$ cat config.mk
export PLATFORM = sky130hd
export DESIGN_NAME = wb_retire_flat
export DESIGN_NICKNAME = d
export VERILOG_FILES = /design/src/rtl/wb_retire_pkg.sv /design/src/rtl/wb_retire_if.sv /design/src/rtl/wb_retire_load_align.sv /design/src/rtl/wb_retire_src_mux.sv /design/src/rtl/wb_retire.sv /design/src/flat_wrapper.sv
export SDC_FILE = /design/constraint.sdc
export NUM_CORES = 1
export LEC_CHECK = 0
export ABC_AREA = 1
export CORE_ASPECT_RATIO = 1.5
export CORE_MARGIN = 5
export CORE_UTILIZATION = 46
export CTS_CLUSTER_SIZE = 20
export DETAILED_ROUTE_END_ITERATION = 16
export GPL_ROUTABILITY_DRIVEN = 0
export PLACE_DENSITY = 0.85
export SYNTH_ARGS = -nofsm -noshare
export SYNTH_HDL_FRONTEND = slang
export SYNTH_HIERARCHICAL = 1
export SYNTH_SLANG_ARGS = --single-unit
$ cat constraint.sdc
create_clock -name clk -period 3.95 [get_ports clk]
set_clock_uncertainty 0.1 [all_clocks]
set_input_delay 1.185 -clock clk [delete_from_list [all_inputs] [get_ports clk]]
set_output_delay 1.185 -clock clk [all_outputs]
set_load 0.01 [all_outputs]
$ cat src/rtl/wb_retire_pkg.sv
// Shared RV32I types for the write-back/retire stage: load funct3 codes,
// result-source enumeration and the control word carried down the pipe.
package rv32i_types;

  localparam int SRC_SEL_W = 3;

  typedef enum logic [2:0] {
    F3_LB  = 3'd0,
    F3_LH  = 3'd1,
    F3_LW  = 3'd2,
    F3_LBU = 3'd4,
    F3_LHU = 3'd5
  } load_funct3_e;

  typedef enum logic [SRC_SEL_W-1:0] {
    SRC_ALU   = 3'd0,
    SRC_LUI   = 3'd1,
    SRC_AUIPC = 3'd2,
    SRC_PC4   = 3'd3
  } src_sel_e;

  typedef struct packed {
    logic       regwrite;
    logic [4:0] rd;
    logic       is_load;
    logic [2:0] funct3;
    src_sel_e   src_sel;
  } rv32i_control_word;

endpackage

$ cat src/rtl/wb_retire_if.sv
// MEM-stage to write-back handshake bundle.
interface wb_retire_if #(
  parameter int XLEN = 32,
  parameter int NSRC = 4
);
  import rv32i_types::*;

  logic                           in_valid;
  logic                           in_ready;
  rv32i_control_word              in_ctrl;
  logic [NSRC-1:0][XLEN-1:0]      in_src;
  logic [XLEN-1:0]                in_mem_rdata;
  logic [1:0]                     in_addr_lo;

  modport master (
    output in_valid, in_ctrl, in_src, in_mem_rdata, in_addr_lo,
    input  in_ready
  );

  modport slave (
    input  in_valid, in_ctrl, in_src, in_mem_rdata, in_addr_lo,
    output in_ready
  );
endinterface

$ cat src/rtl/wb_retire_load_align.sv
// Extracts the addressed byte/half/word from an aligned memory word and
// flags loads whose offset or encoding is not legal.
module load_align
  import rv32i_types::*;
#(
  parameter int XLEN = 32
) (
  input  logic [2:0]      funct3_i,
  input  logic [1:0]      addr_lo_i,
  input  logic [XLEN-1:0] rdata_i,
  output logic [XLEN-1:0] data_o,
  output logic            misalign_o
);

  logic [7:0]  byte_w;
  logic [15:0] half_w;

  always_comb begin
    case (addr_lo_i)
      2'd0:    byte_w = rdata_i[7:0];
      2'd1:    byte_w = rdata_i[15:8];
      2'd2:    byte_w = rdata_i[23:16];
      default: byte_w = rdata_i[31:24];
    endcase
    half_w = addr_lo_i[1] ? rdata_i[31:16] : rdata_i[15:0];
  end

  always_comb begin
    data_o     = rdata_i;
    misalign_o = 1'b0;
    case (funct3_i)
      F3_LB:  data_o = {{(XLEN-8){byte_w[7]}}, byte_w};
      F3_LBU: data_o = {{(XLEN-8){1'b0}}, byte_w};
      F3_LH: begin
        data_o     = {{(XLEN-16){half_w[15]}}, half_w};
        misalign_o = addr_lo_i[0];
      end
      F3_LHU: begin
        data_o     = {{(XLEN-16){1'b0}}, half_w};
        misalign_o = addr_lo_i[0];
      end
      F3_LW:   misalign_o = (addr_lo_i != 2'b00);
      // 3, 6 and 7 are not loads in RV32I
      default: misalign_o = 1'b1;
    endcase
  end

endmodule

$ cat src/rtl/wb_retire_src_mux.sv
// Generic N-way result selector; out-of-range selects fall back to entry 0.
module src_mux #(
  parameter int NSRC  = 4,
  parameter int XLEN  = 32,
  parameter int SEL_W = 3
) (
  input  logic [NSRC-1:0][XLEN-1:0] src_i,
  input  logic [SEL_W-1:0]          sel_i,
  output logic [XLEN-1:0]           y_o
);

  always_comb begin
    y_o = src_i[0];
    for (int i = 1; i < NSRC; i++) begin
      if (sel_i == SEL_W'(i)) y_o = src_i[i];
    end
  end

endmodule

$ cat src/rtl/wb_retire.sv
// Write-back/retire stage: one-cycle registered register-file write port,
// misaligned-load pulse and retired-instruction counter.
module wb_retire
  import rv32i_types::*;
#(
  parameter int XLEN  = 32,
  parameter int NSRC  = 4,
  parameter int CNT_W = 64
) (
  input  logic             clk,
  input  logic             rst,
  wb_retire_if.slave       bus,
  input  logic             hold,
  input  logic             flush,
  output logic             rf_we,
  output logic [4:0]       rf_rd,
  output logic [XLEN-1:0]  rf_wdata,
  output logic             load_misalign,
  output logic [CNT_W-1:0] instret
);

  logic             accept;
  logic             ld_mis;
  logic             misaligned;
  logic [XLEN-1:0]  ld_data;
  logic [XLEN-1:0]  src_res;
  logic [XLEN-1:0]  result;

  logic             rf_we_q, rf_we_d;
  logic [4:0]       rf_rd_q, rf_rd_d;
  logic [XLEN-1:0]  rf_wdata_q, rf_wdata_d;
  logic             mis_q, mis_d;
  logic [CNT_W-1:0] instret_q, instret_d;

  load_align #(.XLEN(XLEN)) u_load_align (
    .funct3_i   (bus.in_ctrl.funct3),
    .addr_lo_i  (bus.in_addr_lo),
    .rdata_i    (bus.in_mem_rdata),
    .data_o     (ld_data),
    .misalign_o (ld_mis)
  );

  src_mux #(.NSRC(NSRC), .XLEN(XLEN), .SEL_W(SRC_SEL_W)) u_src_mux (
    .src_i (bus.in_src),
    .sel_i (bus.in_ctrl.src_sel),
    .y_o   (src_res)
  );

  assign bus.in_ready = rst & ~hold;
  assign accept       = bus.in_valid & bus.in_ready & ~flush;
  assign misaligned   = bus.in_ctrl.is_load & ld_mis;
  assign result       = bus.in_ctrl.is_load ? ld_data : src_res;

  always_comb begin
    rf_we_d    = rf_we_q;
    rf_rd_d    = rf_rd_q;
    rf_wdata_d = rf_wdata_q;
    mis_d      = mis_q;
    instret_d  = instret_q + CNT_W'(accept);
    // hold freezes the whole output register, pulses included
    if (!hold) begin
      rf_we_d = accept & bus.in_ctrl.regwrite & (bus.in_ctrl.rd != 5'd0) & ~misaligned;
      mis_d   = accept & misaligned;
      if (accept) begin
        rf_rd_d    = bus.in_ctrl.rd;
        rf_wdata_d = result;
      end
    end
  end

  always_ff @(posedge clk) begin
    if (!rst) begin
      rf_we_q    <= 1'b0;
      rf_rd_q    <= 5'd0;
      rf_wdata_q <= '0;
      mis_q      <= 1'b0;
      instret_q  <= '0;
    end else begin
      rf_we_q    <= rf_we_d;
      rf_rd_q    <= rf_rd_d;
      rf_wdata_q <= rf_wdata_d;
      mis_q      <= mis_d;
      instret_q  <= instret_d;
    end
  end

  assign rf_we         = rf_we_q;
  assign rf_rd         = rf_rd_q;
  assign rf_wdata      = rf_wdata_q;
  assign load_misalign = mis_q;
  assign instret       = instret_q;

endmodule

$ cat src/flat_wrapper.sv
// flat-port wrapper written by rule: the top's interface ports become plain ports
module wb_retire_flat import rv32i_types::*;
#(
  parameter int XLEN  = 32,
  parameter int NSRC  = 4,
  parameter int CNT_W = 64
)
  (clk, rst, hold, flush, rf_we, rf_rd, rf_wdata, load_misalign, instret, bus_in_valid, bus_in_ctrl, bus_in_src, bus_in_mem_rdata, bus_in_addr_lo, bus_in_ready);
  wb_retire_if #(.XLEN(XLEN), .NSRC(NSRC)) bus_i ();
  input  logic clk;
  input  logic rst;
  input  logic hold;
  input  logic flush;
  output logic rf_we;
  output logic [4:0] rf_rd;
  output logic [XLEN-1:0] rf_wdata;
  output logic load_misalign;
  output logic [CNT_W-1:0] instret;
  input wire logic [$bits(bus_i.in_valid)-1:0] bus_in_valid;
  input wire logic [$bits(bus_i.in_ctrl)-1:0] bus_in_ctrl;
  input wire logic [$bits(bus_i.in_src)-1:0] bus_in_src;
  input wire logic [$bits(bus_i.in_mem_rdata)-1:0] bus_in_mem_rdata;
  input wire logic [$bits(bus_i.in_addr_lo)-1:0] bus_in_addr_lo;
  output wire logic [$bits(bus_i.in_ready)-1:0] bus_in_ready;
  assign bus_i.in_valid = bus_in_valid;
  assign bus_i.in_ctrl = bus_in_ctrl;
  assign bus_i.in_src = bus_in_src;
  assign bus_i.in_mem_rdata = bus_in_mem_rdata;
  assign bus_i.in_addr_lo = bus_in_addr_lo;
  assign bus_in_ready = bus_i.in_ready;
  wb_retire #(.XLEN(XLEN), .NSRC(NSRC), .CNT_W(CNT_W)) u_core (.clk(clk), .rst(rst), .bus(bus_i), .hold(hold), .flush(flush), .rf_we(rf_we), .rf_rd(rf_rd), .rf_wdata(rf_wdata), .load_misalign(load_misalign), .instret(instret));
endmodule
==> summary.md, run 1 <==
| Metric | Value |
|---|---|
| Final ANT Viol Nets | `0` |
| Final setup vio count | `0` |
| RSZ-0062 raised after global routing | `false` |
| Hold path start | `u_core/rf_rd[0]` |
| Pre-antenna DRT Iters | `6` |
| Worst-Skew Late Latency | `0.35 ns` |
| Post-CTS setup buffer count | `0` |
| Final Max Tran Viols | `0` |
| Layout area overhead | `39.7%` |
| Req. time, crit path | `2.66 ns` |
| Static leakage | `4.86 nW` |
| Worst Hold End | `u_core/rf_rd[0]` |
| DP Wirelength | `around 24 mm` |
| Critical path peak fanout | `3` |
| CTS Buf Count | `9` |
| GRT Overall Usage | `between 20% and 30%` |
| Seq/Total Area, Yosys | `26.2%` |
| Vias in the first global route | `about 9.0k` |
| DR vias/cell | `5.39` |
| Die area | `0.0199 mm²` |
| Wirelength per Cell | `approximately 17 µm` |
| Worst path cell trace | `clkdlybuf4s50_1, nor2_2, clkdlybuf4s50_1` |
| Clock sinks | `103` |
| Asr flop ratio synth | `0%` |
| H-tree Lvls | `3` |
| Worst slew margin | `42.7%` |
| I/O Pins | `284` |
| CTS Hold Bufs | `0` |
| Worst r2r dst | `u_core/instret[49]` |
| I/O Buffers | `283` |
| Count leader, synth | `nand2_1` |
| Critical Path Slowest Stage Cell | `clkdlybuf4s50_1` |
| Worst Setup Start Kind | `input pin` |
| Worst path arrival time | `2.46 ns` |
| Share of post-route cells with drive strength above 1 | `under 10%` |
| Multi-input logic area | `between 0.004 and 0.005 mm²` |
| RR Startpoint | `u_core/instret[33]` |
| Yosys top cell area share | `about a quarter` |
| Fin nets | `1798` |
| Mapped Avg Cell Area | `5.75 µm²` |
| Flop2flop setup slack | `roughly 1.9 ns` |
| Final TNS setup | `0 ns` |
| Post-synth net total | `about 1.6k` |
| Die Span X | `117 µm` |
| Post-Synthesis Cells | `1370` |
| Mapped cell area | `0.00788 mm²` |
| Yosys reg bits | `103` |
| CTS tree | `yes` |
| Final Critical Period | `3.75 ns` |
| Max Fclk | `267 MHz` |
| Initial Util | `46.8%` |
| Initial DRC Count | `873` |
| Row count | `58` |
| Initial antenna violation count | `4` |
| WL final | `between 30 and 40 mm` |
| Hold depth | `2` |
| Syn. warnings | `6` |
| Sequential Area | `between 0.002 and 0.0025 mm²` |
| Slew @ Worst Pin | `0.859 ns` |
| # fillers | `1603` |
| Worst r2r path cells | `7` |
| Die extent in y | `170 µm` |
| Core ar. | `0.0168 mm²` |
| Global-route wire length before repair | `45.7 mm` |
| Root Driver | `clkbuf_16` |
| Synth area leaders | `dfxtp_1 26%, nand2_1 19%, nor2_1 10%, inv_1 7.2%, nand3_1 6.2%` |
| Largest net degree at the start of global routing | `91` |
| Dominant synthesized flop cell | `dfxtp_1` |
| Layout Utilization | `between 60% and 70%` |
| Clock buffer depth | `2` |
| Worst Hold Class | `register to register` |
| Kind of critical path | `input pin to primary output` |
| Peak supply drop | `roughly 0.18 mV` |
| Most common cell on crit path | `clkdlybuf4s50_1` |
| Synth area leader | `dfxtp_1` |
| Crit share post-route | `between 90% and 100%` |
| Post-CTS sizing | `0` |
| PD cells | `230 mW/mm²` |
| Outcome | `finished clean` |
| Final hold vios | `0` |
| Crit path largest cell delay | `0.57 ns` |
| Vias | `slightly below 10k` |
| Synth top cells by count | `397 x nand2_1, 217 x nor2_1, 152 x inv_1, 103 x dfxtp_1` |
| Crit. End Element | `primary output` |
| Total gr overflow | `0` |
| Cell variety after synth | `38` |
| Max Cap Viol | `0` |
| DRC errors left | `0` |
| Number of flops mapped to enable cells by yosys | `0` |
| Clock-pin transition on the worst setup and hold timing paths | `0.07 ns` |
| Worst Path Buf+Inv | `2` |
| Crit path max-delay family | `buffers and inverters` |
-- state kept, by name (all words and copies together) (netlist names) --
| register | cells |
|---|---|
| u_core/instret | 64 |
| u_core/rf_wdata | 32 |
| u_core/rf_rd | 5 |
| u_core/load_misalign | 1 |
| u_core/rf_we | 1 |
-- worst max path at each step --
stage	from	to	slack [ns]	cells past startpoint
floorplan	rst	u_core/instret[52]	0.53	18
global placement	hold	bus_in_ready	0.18	3
detailed placement	hold	u_core/instret[56]	0.19	15
CTS	hold	bus_in_ready	0.19	3
global route	hold	bus_in_ready	0.15	3
finish	hold	bus_in_ready	0.20	3
-- worst min-delay path: cells and delay by family, from the launching register on --
family | cells | cell delay [ns]
flops | 1 | 0.33
simple gates | 2 | 0.13
-- stage by stage --
step           area (µm²)  hold slack [ns]  total power [mW]  instances  worst slack [ns]
2_1_floorplan        7880            0.379              1.36       1370             0.526
3_3_place_gp        10700            0.365              1.64       1815             0.180
3_5_place_dp        10700            0.377              1.64       1815             0.193
4_1_cts             11000            0.396              2.54       1831             0.189
5_1_grt             11000            0.432              2.64       1833             0.149
6_report            11000            0.392              2.53       1835             0.203
-- cell usage in the layout (no fill, tap or decap), types with 3 or more instances in the layout --
master	count
clkbuf_16	9
nand4_1	46
nand3_1	97
o21bai_1	5
xor2_1	6
o21ai_0	97
diode_2	4
nor2_4	10
clkdlybuf4s50_1	280
buf_2	3
nor2_2	13
nand2_4	6
nor2_1	217
nand2_2	18
buf_4	15
o21ai_1	4
dfxtp_1	103
nand2_1	397
nand3_2	5
inv_2	12
o211ai_1	4
nor2_8	4
inv_1	152
a21oi_1	96
-- kinds of logic (layout without fill, tap and decap cells) --
family                     count (synthesis)  after routing  share of synthesized area, %
DFF                                      103            103                          26.2
xor gates and xnor gates                   7              7                         0.778
and+or+nand+nor                          820            820                          46.4
AOI/OAI and AO/OA                        210            210                          13.8
other                                      0              4                             0
adders and majority gates                  2              2                         0.318
buffers and inverters                    228            479                          12.6
-- layer usage --
metal	up-vias	share of wire (%)	track usage, %
met5	-	0.13	0
met4	4	6.0	15.9
met3	118	10	6.47
met2	582	51	53.8
met1	4347	33	30.0
li1	4844	-	-
-- power breakdown --
group | switching [mW] | internal (mW) | leakage [nW] | total, mW
logic | 0.282 | 0.284 | 3.88 | 0.567
clock network | 0.411 | 0.498 | 0.141 | 0.910
registers | 0.00729 | 1.05 | 0.832 | 1.06
total | 0.701 | 1.83 | 4.86 | 2.53
-- final cells by class --
| class | instances | area share, % |
|---|---|---|
| diodes | 4 | 0.0909 |
| inverters | 165 | 5.65 |
| well taps | 210 | 2.39 |
| clock buffers | 11 | 2.11 |
| repair buffers | 298 | 26.6 |
| clock inverters | 5 | 0.580 |
| flip-flops and latches | 103 | 18.7 |
| multi-input cells | 1039 | 43.8 |
Power figures use the tool's default switching activity.
==> inputs of run 2 (changes only) <==
--- a/config.mk
+++ b/config.mk
@@ -8,12 +8,11 @@
 export ABC_AREA = 1
 export CORE_ASPECT_RATIO = 1.5
 export CORE_MARGIN = 5
-export CORE_UTILIZATION = 46
+export CORE_UTILIZATION = 45
 export CTS_CLUSTER_SIZE = 20
 export DETAILED_ROUTE_END_ITERATION = 16
 export GPL_ROUTABILITY_DRIVEN = 0
-export PLACE_DENSITY = 0.85
+export PLACE_DENSITY = 0.86
 export SYNTH_ARGS = -nofsm -noshare
 export SYNTH_HDL_FRONTEND = slang
-export SYNTH_HIERARCHICAL = 1
 export SYNTH_SLANG_ARGS = --single-unit
==> summary.md, run 2 <==
| Metric | Value |
|---|---|
| Initial Util | `45.6% (was 46.8%)` |
| Crit path largest cell delay | `0.57 ns (about the same)` |
| Cell variety after synth | `33 (was 38)` |
| Post-Synthesis Cells | `1244 (was 1370)` |
| Commonest non-fill, non-tap cell in the layout | `nand2_1 (unchanged)` |
| Seq/Total Area, Yosys | `29.1% (was 26.2%)` |
| Vias in the first global route | `8688 (was 8980)` |
| Final setup vio count | `0 (unchanged)` |
| Req. time, crit path | `2.66 ns (about the same)` |
| I/O Buffers | `283 (unchanged)` |
| Worst path cell trace | `clkdlybuf4s50_1, inv_1, nor2_1, clkdlybuf4s50_1 (was clkdlybuf4s50_1, nor2_2, clkdlybuf4s50_1)` |
| Worst-Skew Late Latency | `0.36 ns (was 0.35 ns)` |
| DRC errors left | `0 (unchanged)` |
| Mapped Avg Cell Area | `5.70 µm² (was 5.75 µm²)` |
| Critical Path Slowest Stage Cell | `clkdlybuf4s50_1 (unchanged)` |
| Final TNS setup | `0 ns (unchanged)` |
| Final Max Tran Viols | `0 (unchanged)` |
| Core ar. | `0.0156 mm² (was 0.0168 mm²)` |
| Total gr overflow | `0 (unchanged)` |
| Critical Path Stages | `4 (was 3)` |
| Vias | `9279 (was 9895)` |
| Cell area after layout | `0.0103 mm² (was 0.0110 mm²)` |
| Worst slew margin | `55.3% (was 42.7%)` |
| Worst Setup Start Kind | `input pin (unchanged)` |
| Post-CTS sizing | `0 (unchanged)` |
| Crit path max-delay family | `buffers and inverters (unchanged)` |
| Crit share post-route | `93.8% (was 94.9%)` |
| CTS Buf Count | `9 (unchanged)` |
| Hold depth | `2 (unchanged)` |
| Asr flop ratio synth | `0% (unchanged)` |
| Wirelength per Cell | `17.6 µm (was 16.7 µm)` |
| Fin nets | `1679 (was 1798)` |
| Critical path peak fanout | `2 (was 3)` |
| Commonest non-fill, non-tap cells in the layout | `349 x nand2_1, 282 x clkdlybuf4s50_1, 231 x nor2_1, 124 x a21oi_1, 109 x nand3_1 (was 397 x nand2_1, 280 x clkdlybuf4s50_1, 217 x nor2_1, 152 x inv_1, 103 x dfxtp_1)` |
| Die area | `0.0184 mm² (was 0.0199 mm²)` |
| Initial antenna violation count | `1 (was 4)` |
| Worst r2r path cells | `8 (was 7)` |
| Die extent in y | `164 µm (was 170 µm)` |
| Clock-pin transition on the worst setup and hold timing paths | `0.07 ns (about the same)` |
| H-tree Lvls | `3 (unchanged)` |
| Syn. warnings | `0 (was 6)` |
| Peak supply drop | `0.191 mV (was 0.182 mV)` |
| WL final | `30.1 mm (was 30.6 mm)` |
| Max Cap Viol | `0 (unchanged)` |
| Die Span X | `113 µm (was 117 µm)` |
| Post-CTS setup buffer count | `0 (unchanged)` |
| Most common cell on crit path | `clkdlybuf4s50_1 (unchanged)` |
| Total placed instance area | `0.0100 mm² (was 0.0107 mm²)` |
| Outcome | `finished clean (unchanged)` |
| Post-synth net total | `1426 (was 1552)` |
| Static leakage | `4.03 nW (was 4.86 nW)` |
| Synth area leader | `dfxtp_1 (unchanged)` |
| Row count | `56 (was 58)` |
| Mapped cell area | `0.00709 mm² (was 0.00788 mm²)` |
| I/O Pins | `284 (unchanged)` |
| Initial DRC Count | `885 (was 873)` |
| Dominant synthesized flop cell | `dfxtp_1 (unchanged)` |
| Global-route wire length before repair | `45.7 mm (unchanged)` |
| GRT Overall Usage | `31.6% (was 29.3%)` |
| Root Driver | `clkbuf_16 (unchanged)` |
| Clock buffer depth | `2 (unchanged)` |
| Clock sinks | `103 (unchanged)` |
| Slew @ Worst Pin | `0.671 ns (was 0.859 ns)` |
| Max Fclk | `270 MHz (was 267 MHz)` |
| Yosys reg bits | `103 (unchanged)` |
| Pre-antenna DRT Iters | `6 (unchanged)` |
| Worst Path Buf+Inv | `3 (was 2)` |
| Worst Hold Class | `register to register (unchanged)` |
| Crit. End Element | `primary output (unchanged)` |
| Count leader, synth | `nand2_1 (unchanged)` |
| Max reg flops | `64 (unchanged)` |
| DP Wirelength | `24.2 mm (was 24.4 mm)` |
| Final Critical Period | `3.70 ns (was 3.75 ns)` |
| Kind of critical path | `input pin to primary output (unchanged)` |
| Yosys top cell area share | `29.1% (was 26.2%)` |
| Final ANT Viol Nets | `0 (unchanged)` |
| CTS Hold Bufs | `0 (unchanged)` |
| Final hold vios | `0 (unchanged)` |
| RSZ-0062 raised after global routing | `false (unchanged)` |
| Synth area leaders | `dfxtp_1 29%, nand2_1 19%, nor2_1 12%, a21oi_1 8.8%, nand3_1 7.7% (was dfxtp_1 26%, nand2_1 19%, nor2_1 10%, inv_1 7.2%, nand3_1 6.2%)` |
| Largest net degree at the start of global routing | `58 (was 91)` |
| CTS tree | `yes (unchanged)` |
| Worst path arrival time | `2.42 ns (was 2.46 ns)` |
| Synth top cells by count | `350 x nand2_1, 231 x nor2_1, 124 x a21oi_1, 109 x nand3_1, 107 x inv_1 (was 397 x nand2_1, 217 x nor2_1, 152 x inv_1, 103 x dfxtp_1)` |
| Share of post-route cells with drive strength above 1 | `3.73% (was 6.54%)` |
| DR vias/cell | `5.44 (was 5.39)` |
| Layout area overhead | `45.9% (was 39.7%)` |
| Number of flops mapped to enable cells by yosys | `0 (unchanged)` |
| Layout Utilization | `66.5% (was 65.4%)` |
| PD cells | `239 mW/mm² (was 230 mW/mm²)` |
==> run 2: cell count changes in the layout (fill, tap and decap cells not counted), sizes merged, moves of 5 or more <==
cell	change
a21oi	+28
inv	-53
nand2	-67
nand3	+7
nand4	-40
o211ai	+11
o21ai	-26
o21bai	-5
or2	+28
==> run 2: cell type report <==
cell class                      instances  area [µm²]
Antenna cell                            1        2.50
Clock buffer                            9         225
Clock inverter                          7        77.6
Fill cell                            1431        5210
Inverter                              111         418
Multi-Input combinational cell        975        4360
Sequential cell                       103        2060
Tap cell                              203         254
Timing Repair Buffer                  297        2950
==> run 2: cells by family (layout without fill, tap and decap cells) <==
| kind of cell | Yosys count | in the layout | share of synthesized area, % |
|---|---|---|---|
| other cells | 0 | 1 | 0 |
| buf+inv | 166 | 424 | 9.49 |
| flops | 103 | 103 | 29.1 |
| compound gates | 217 | 217 | 15.9 |
| xor+xnor | 9 | 9 | 1.11 |
| fa+ha+maj | 2 | 2 | 0.353 |
| simple gates | 747 | 747 | 44.0 |
==> run 2: power by group <==
part	switching (mW)	internal (mW)	total [mW]
Combinational	0.224	0.258	0.483
Clock	0.434	0.500	0.934
Sequential	0.00734	1.05	1.06
Total	0.665	1.81	2.48
==> run 2: worst register-to-register path, delay by kind of cell (launching register included) <==
kind	cells	cell delay, ns
adder cells (fa/ha/maj)	2	0.50
buffers and inverters	1	0.16
AO/OA/AOI/OAI	2	0.29
AND/OR/NAND/NOR	3	0.43
flip-flops	1	0.34
==> run 2: through the flow <==
stage	total power, mW	hold WS, ns	setup WS, ns	std cells
2_1_floorplan	1.29	0.381	0.506	1244
3_3_place_gp	1.55	0.362	0.289	1689
3_5_place_dp	1.56	0.364	0.213	1689
4_1_cts	2.47	0.376	0.243	1705
5_1_grt	2.58	0.393	0.209	1706
6_report	2.48	0.373	0.246	1706
==> run 2: path summary, 6_finish.rpt <==
check | slack, ns | from | to
worst max-delay path | 0.25 | rst | bus_in_ready
worst min-delay path | 0.37 | u_core.rf_wdata[15] | u_core.rf_wdata[15]
worst max register to register | 1.98 | u_core.instret[0] | u_core.instret[62]
worst min register to register | 0.37 | u_core.rf_wdata[15] | u_core.rf_wdata[15]
==> run 2: layer usage <==
layer	GRT usage, %	wire, µm	up-vias
met5	0	0	-
met4	21.2	2390	0
met3	8.11	3140	142
met2	57.1	14800	593
met1	31.8	9670	4068
li1	-	-	4476
==> inputs of run 3 (changes only) <==
--- a/config.mk
+++ b/config.mk
@@ -5,14 +5,15 @@
 export SDC_FILE = /design/constraint.sdc
 export NUM_CORES = 1
 export LEC_CHECK = 0
-export ABC_AREA = 1
 export CORE_ASPECT_RATIO = 1.5
 export CORE_MARGIN = 5
-export CORE_UTILIZATION = 45
+export CORE_UTILIZATION = 44
 export CTS_CLUSTER_SIZE = 20
 export DETAILED_ROUTE_END_ITERATION = 16
 export GPL_ROUTABILITY_DRIVEN = 0
-export PLACE_DENSITY = 0.86
+export GPL_TIMING_DRIVEN = 0
+export PLACE_DENSITY = 0.85
 export SYNTH_ARGS = -nofsm -noshare
 export SYNTH_HDL_FRONTEND = slang
+export SYNTH_HIERARCHICAL = 1
 export SYNTH_SLANG_ARGS = --single-unit
==> summary.md, run 3 <==
| Metric | Value |
|---|---|
| PD cells | `250 mW/mm² (was 239 mW/mm²)` |
| Synth area leader | `dfxtp_1 (unchanged)` |
| Commonest non-fill, non-tap cell in the layout | `clkdlybuf4s50_1 (was nand2_1)` |
| Synth top cells by count | `103 x dfxtp_1, 84 x nor2_1, 76 x a21oi_1, 71 x mux2i_1, 35 x clkbuf_1 (was 350 x nand2_1, 231 x nor2_1, 124 x a21oi_1, 109 x nand3_1, 107 x inv_1)` |
| Final Max Tran Viols | `0 (unchanged)` |
| Post-Synthesis Cells | `792 (was 1244)` |
| Commonest non-fill, non-tap cells in the layout | `274 x clkdlybuf4s50_1, 103 x dfxtp_1, 84 x nor2_1, 76 x a21oi_1, 71 x mux2i_1 (was 349 x nand2_1, 282 x clkdlybuf4s50_1, 231 x nor2_1, 124 x a21oi_1, 109 x nand3_1)` |
| Max reg flops | `64 (unchanged)` |
| Dominant synthesized flop cell | `dfxtp_1 (unchanged)` |
| Row count | `56 (unchanged)` |
| Seq/Total Area, Yosys | `30.0% (was 29.1%)` |
| Sequential Area | `0.00206 mm² (unchanged)` |
| Final ANT Viol Nets | `0 (unchanged)` |
| Crit path max-delay family | `simple AND/OR/NAND/NOR gates (was buffers and inverters)` |
| Multi-input logic area | `0.00437 mm² (was 0.00436 mm²)` |
| Worst Hold Class | `register to register (unchanged)` |
| Initial DRC Count | `464 (was 885)` |
| Final hold vios | `0 (unchanged)` |
| Fin nets | `1263 (was 1679)` |
| Final Critical Period | `3.90 ns (was 3.70 ns)` |
| Static leakage | `3.64 nW (was 4.03 nW)` |
| Mapped cell area | `0.00687 mm² (was 0.00709 mm²)` |
| Crit path largest cell delay | `0.52 ns (was 0.57 ns)` |
| Share of post-route cells with drive strength above 1 | `10.0% (was 3.73%)` |
| Root Driver | `clkbuf_16 (unchanged)` |
| Placed insts | `1272 (was 1689)` |
| Max Fclk | `257 MHz (was 270 MHz)` |
| Worst path cell trace | `clkdlybuf4s50_1, nor4b_4, buf_8, ha_4, ha_2, and4_4, nand4_1, or4_4, buf_6, or3_1, a21oi_1 (was clkdlybuf4s50_1, inv_1, nor2_1, clkdlybuf4s50_1)` |
| Worst path arrival time | `4.07 ns (was 2.42 ns)` |
| Pre-antenna DRT Iters | `5 (was 6)` |
| Worst Path Buf+Inv | `3 (unchanged)` |
| Outcome | `finished clean (unchanged)` |
| I/O Buffers | `277 (was 283)` |
| Final setup vio count | `0 (unchanged)` |
| DP Wirelength | `21.4 mm (was 24.2 mm)` |
| Power Total | `2.57 mW (was 2.48 mW)` |
| Finished Layout Cells | `1289 (was 1706)` |
| Worst Setup Start Kind | `input pin (unchanged)` |
| CTS Hold Bufs | `0 (unchanged)` |
| Final TNS setup | `0 ns (unchanged)` |
| Die Span X | `112 µm (was 113 µm)` |
| # fillers | `1233 (was 1431)` |
| Final WS setup | `0.0528 ns (was 0.246 ns)` |
| Critical Path Slowest Stage Cell | `or4_4 (was clkdlybuf4s50_1)` |
| Count leader, synth | `dfxtp_1 (was nand2_1)` |
| Asr flop ratio synth | `0% (unchanged)` |
| N_diodes | `0 (was 1)` |
| Crit. End Element | `register (was primary output)` |
| Mapped Avg Cell Area | `8.67 µm² (was 5.70 µm²)` |
| Clock buffer depth | `2 (unchanged)` |
| Synth area leaders | `dfxtp_1 30%, mux2i_1 10%, a21oi_1 5.5%, nor3b_2 5.5%, nor2_1 4.6% (was dfxtp_1 29%, nand2_1 19%, nor2_1 12%, a21oi_1 8.8%, nand3_1 7.7%)` |
| DR vias/cell | `5.78 (was 5.44)` |
| Largest net degree at the start of global routing | `20 (was 58)` |
| Vias in the first global route | `7300 (was 8688)` |
| I/O Pins | `284 (unchanged)` |
| Crit share post-route | `98.7% (was 93.8%)` |
| Worst slew margin | `47.2% (was 55.3%)` |
| Layout Utilization | `66.3% (was 66.5%)` |
| Global-route wire length before repair | `39.0 mm (was 45.7 mm)` |
| Clock-pin transition on the worst setup and hold timing paths | `0.07 ns (about the same)` |
| RSZ-0062 raised after global routing | `false (unchanged)` |
| CTS tree | `yes (unchanged)` |
| Wirelength per Cell | `20.0 µm (was 17.6 µm)` |
| Layout area overhead | `49.6% (was 45.9%)` |
| Kind of critical path | `input pin to register (was input pin to primary output)` |
| Cell variety after synth | `54 (was 33)` |
| DRC errors left | `0 (unchanged)` |
| H-tree Lvls | `3 (unchanged)` |
| GRT Overall Usage | `26.9% (was 31.6%)` |
| Yosys top cell area share | `30.0% (was 29.1%)` |
| Max Cap Viol | `0 (unchanged)` |
| Place WS | `-1.47 ns (was 0.213 ns)` |
| Critical path peak fanout | `10 (was 2)` |
| Peak supply drop | `0.200 mV (was 0.191 mV)` |
| Core ar. | `0.0155 mm² (was 0.0156 mm²)` |
| Yosys reg bits | `103 (unchanged)` |
| Die area | `0.0183 mm² (was 0.0184 mm²)` |
| Total gr overflow | `0 (unchanged)` |
| Initial Util | `44.3% (was 45.6%)` |
| WL final | `25.8 mm (was 30.1 mm)` |
| Initial antenna violation count | `1 (unchanged)` |
| Slew @ Worst Pin | `0.792 ns (was 0.671 ns)` |
| Syn. warnings | `6 (was 0)` |
| Vias | `7447 (was 9279)` |
| CTS Buf Count | `9 (unchanged)` |
| Die extent in y | `163 µm (was 164 µm)` |
| Clock sinks | `103 (unchanged)` |
| Req. time, crit path | `4.12 ns (was 2.66 ns)` |
| Worst-Skew Late Latency | `0.35 ns (was 0.36 ns)` |
| Post-synth net total | `974 (was 1426)` |
| Number of flops mapped to enable cells by yosys | `0 (unchanged)` |
==> run 3: cell types whose count changed after synthesis, moves of 16 or more <==
cell      before  now
nand3_1      109   28
and3_1         0   16
xnor2_1        3   23
nor2_1       231   84
mux2i_1        0   71
or2_0         25    1
nor3b_2        0   30
o21ai_0       73   15
inv_1        107   25
a21oi_1      124   76
o22a_1         0   32
nand2_1      350   28
a211oi_1       0   32
==> run 3: layout make-up <==
class	instances	share of cell area, %
Tap cell	203	2.47
Clock buffer	9	2.19
Timing Repair Buffer	279	27.1
Multi-Input combinational cell	597	42.5
Sequential cell	103	20.1
Inverter	26	0.974
Clock inverter	7	0.828
Buffer	65	3.89
==> run 3: cells by family after synthesis <==
kind of cell	share of synthesized area, %
simple gates	25.3
flops	30.0
fa+ha+maj	0.364
buf+inv	6.96
compound gates	19.1
mux	13.7
xor+xnor	4.59
==> run 3: through the flow <==
| stage | hold slack, ns | area (µm²) |
|---|---|---|
| final | 0.371 | 10300 |
| after global routing | 0.409 | 10300 |
| after CTS | 0.373 | 10300 |
| after detailed placement | 0.362 | 9900 |
| after global placement | 0.351 | 9900 |
| after floorplan | 0.383 | 6880 |
==> run 3: what timing repair did <==
item,4_1_cts,5_1_grt
pin swaps,2,2
buffers inserted,1,1
resized for setup,18,6
gates cloned,0,0
endpoints found under the hold margin,0,0
endpoints found under the setup margin,57,20
==> run 3: worst reg2reg max path: cells and delay by family, from the launching register on <==
kind / cells / cell delay (ns)
DFF: 1 / 0.47
AOI/OAI and AO/OA: 1 / 0.14
buffers and inverters: 1 / 0.17
and+or+nand+nor: 4 / 1.71
==> run 3: worst paths after layout <==
check             cells after the start                from            endpoint  slack, ns
hold / removal                        2        u_core/rf_we        u_core/rf_we       0.37
hold reg to reg                       2        u_core/rf_we        u_core/rf_we       0.37
setup reg to reg                      6  u_core/instret[32]  u_core/instret[56]       1.29
setup / recovery                     11               flush  u_core/instret[56]       0.05
==> run 3: layer usage <==
layer	track usage (%)	vias up	share of wire, %
li1	-	3534	-
met3	6.21	70	7.8
met4	12.1	2	4.3
met5	0	-	0.077
met2	52.9	369	54
met1	26.4	3472	34
==> run 3: where the power goes <==
part	internal (mW)	switching [mW]	total, mW	leakage (nW)
logic	0.331	0.248	0.578	2.66
clock network	0.505	0.425	0.930	0.153
registers	1.05	0.00789	1.06	0.832
total	1.89	0.680	2.57	3.64
==> variant, RTL diff (settings of run 3) <==
`XLEN` is set to 32 in 5 places; all go to 64.
--- a/src/rtl/wb_retire_if.sv
+++ b/src/rtl/wb_retire_if.sv
@@ -1,5 +1,5 @@
 // MEM-stage to write-back handshake bundle.
 interface wb_retire_if #(
-  parameter int XLEN = 32,
+  parameter int XLEN = 64,
   parameter int NSRC = 4
 );
--- a/src/rtl/wb_retire_load_align.sv
+++ b/src/rtl/wb_retire_load_align.sv
@@ -4,5 +4,5 @@
   import rv32i_types::*;
 #(
-  parameter int XLEN = 32
+  parameter int XLEN = 64
 ) (
   input  logic [2:0]      funct3_i,
--- a/src/rtl/wb_retire_src_mux.sv
+++ b/src/rtl/wb_retire_src_mux.sv
@@ -2,5 +2,5 @@
 module src_mux #(
   parameter int NSRC  = 4,
-  parameter int XLEN  = 32,
+  parameter int XLEN  = 64,
   parameter int SEL_W = 3
 ) (
--- a/src/rtl/wb_retire.sv
+++ b/src/rtl/wb_retire.sv
@@ -4,5 +4,5 @@
   import rv32i_types::*;
 #(
-  parameter int XLEN  = 32,
+  parameter int XLEN  = 64,
   parameter int NSRC  = 4,
   parameter int CNT_W = 64
--- a/src/flat_wrapper.sv
+++ b/src/flat_wrapper.sv
@@ -2,5 +2,5 @@
 module wb_retire_flat import rv32i_types::*;
 #(
-  parameter int XLEN  = 32,
+  parameter int XLEN  = 64,
   parameter int NSRC  = 4,
   parameter int CNT_W = 64
Interface: changed (resized bus_in_mem_rdata, bus_in_src and rf_wdata); port bits go from 284 to 476. No check against the original RTL was run, so the function may have changed too.
==> variant against run 3 <==
- power increased by 59%
- wire length is 76% higher
- worst setup slack lost 0.014 ns
- area after synthesis increased by 36%
- fmax fell by 0.35%
- sequential cell count rose by 32
- design area grew 47%
- sequential power up 32%
==> variant: results <==
set metrics [dict create \
    cp_slowest_cell "or4_4" \
    grt_pass1_wl_mm 65.7 \
    outcome "finished, final reports clean" \
    ir_drop_uv 276 \
    dp_hpwl_mm 36.7 \
    port_buffers 472 \
    grt.total_usage_pct 35.2 \
    nets 1985 \
    async_reset_ff_share_pct 0 \
    synth_common_cells "mux2i_1 (137), dfxtp_1 (135), nor2_1 (122)" \
    clkTransAtPathRegs_ns 0.07 \
    grt_pass1_vias 11300 \
    yosys_warnings 6 \
    synthDistinctLibCells 51 \
    tightest_slew_ns 1.11 \
    synth_nets 1493 \
    dr.pass1.iters 7 \
    drt_iter0_markers 1117 \
    fmax_ghz 0.256 \
    grt_antenna_before_repair 3 \
    drive_above_1_share_pct 6.65 \
    regToRegEndpoint "u_core/instret[48]" \
    hold_ws_ns 0.366 \
    post-place-ws_ns -1.75 \
    power.leakage_nw 5.60 \
    whs_path_depth 2 \
    yosys-top-cells-area "dfxtp_1 (29%), mux2i_1 (15%), o22a_1 (6.3%)" \
    holdCritPathClass "reg -> reg" \
    critPathMaxFanout 8 \
    critical_path.endpoint "u_core/instret[58]" \
    cts_root_buf "clkbuf_16" \
    seq_area_frac_synth_pct 28.9 \
    synth_ff_type "dfxtp_1" \
    reg2reg_from "u_core/instret[11]" \
    htreeDepth 4 \
    cts_buffers 17 \
    arrival_ns 4.15 \
    ff2ff_setup_slack_ns 0.86 \
    fillerInstances 1687 \
    routedWlPerCell_um 23.6 \
    worst_path_largest_cell_delay_ns 0.59 \
    min_to "u_core/rf_we" \
    r2r_cells 5 \
    insertion_delay_ns 0.41 \
    via_per_inst 5.97 \
]
## variant: area by class of cell
cell class | instances | area [µm²] | share of cell area (%)
plain buffers | 105 | 549 | 3.64
clock buffers | 17 | 425 | 2.82
clock inverters | 14 | 165 | 1.09
inverters | 22 | 87.6 | 0.580
multi-input cells | 887 | 6090 | 40.3
flip-flops and latches | 135 | 2700 | 17.9
well taps | 268 | 335 | 2.22
repair buffers | 475 | 4740 | 31.4
## variant: cell families (layout without fill, tap and decap cells)
group	count (synthesis)	after routing	synth area share (%)
buffers and inverters	129	633	6.59
adder cells (fa/ha/maj)	2	2	0.268
flip-flops	135	135	28.9
AND/OR/NAND/NOR	411	411	22.7
XOR/XNOR	33	33	3.09
AO/OA/AOI/OAI	293	293	21.5
multiplexers	148	148	17.0
## variant: power breakdown
part	leakage [nW]	switching [mW]	internal, mW
logic	4.23	0.468	0.584
clock network	0.278	0.680	0.947
registers	1.09	0.0139	1.39
## variant: per-layer routing
| layer | GRT usage [%] | vias to the layer above | share of wire [%] |
|---|---|---|---|
| li1 | - | 5242 | - |
| met1 | 40.4 | 5349 | 36 |
| met2 | 63.3 | 753 | 50 |
| met3 | 7.40 | 126 | 9.7 |
| met4 | 12.8 | 6 | 4.1 |
| met5 | 0 | - | 0.075 |
## variant: what timing repair did
action                                 CTS  global route
resized for setup                       13             5
setup buffers                            3             0
hold buffers                             0             0
endpoints found under the hold margin    0             0
setup endpoints to repair               61            17
pin swaps                                3             1
## variant: through the flow
step,utilization (%),cells,area (µm²)
floorplan,-,1151,9400
global placement,68.9,1891,14500
detailed placement,68.9,1891,14500
CTS,71.9,1923,15100
global route,71.9,1923,15100
finish,71.9,1923,15100
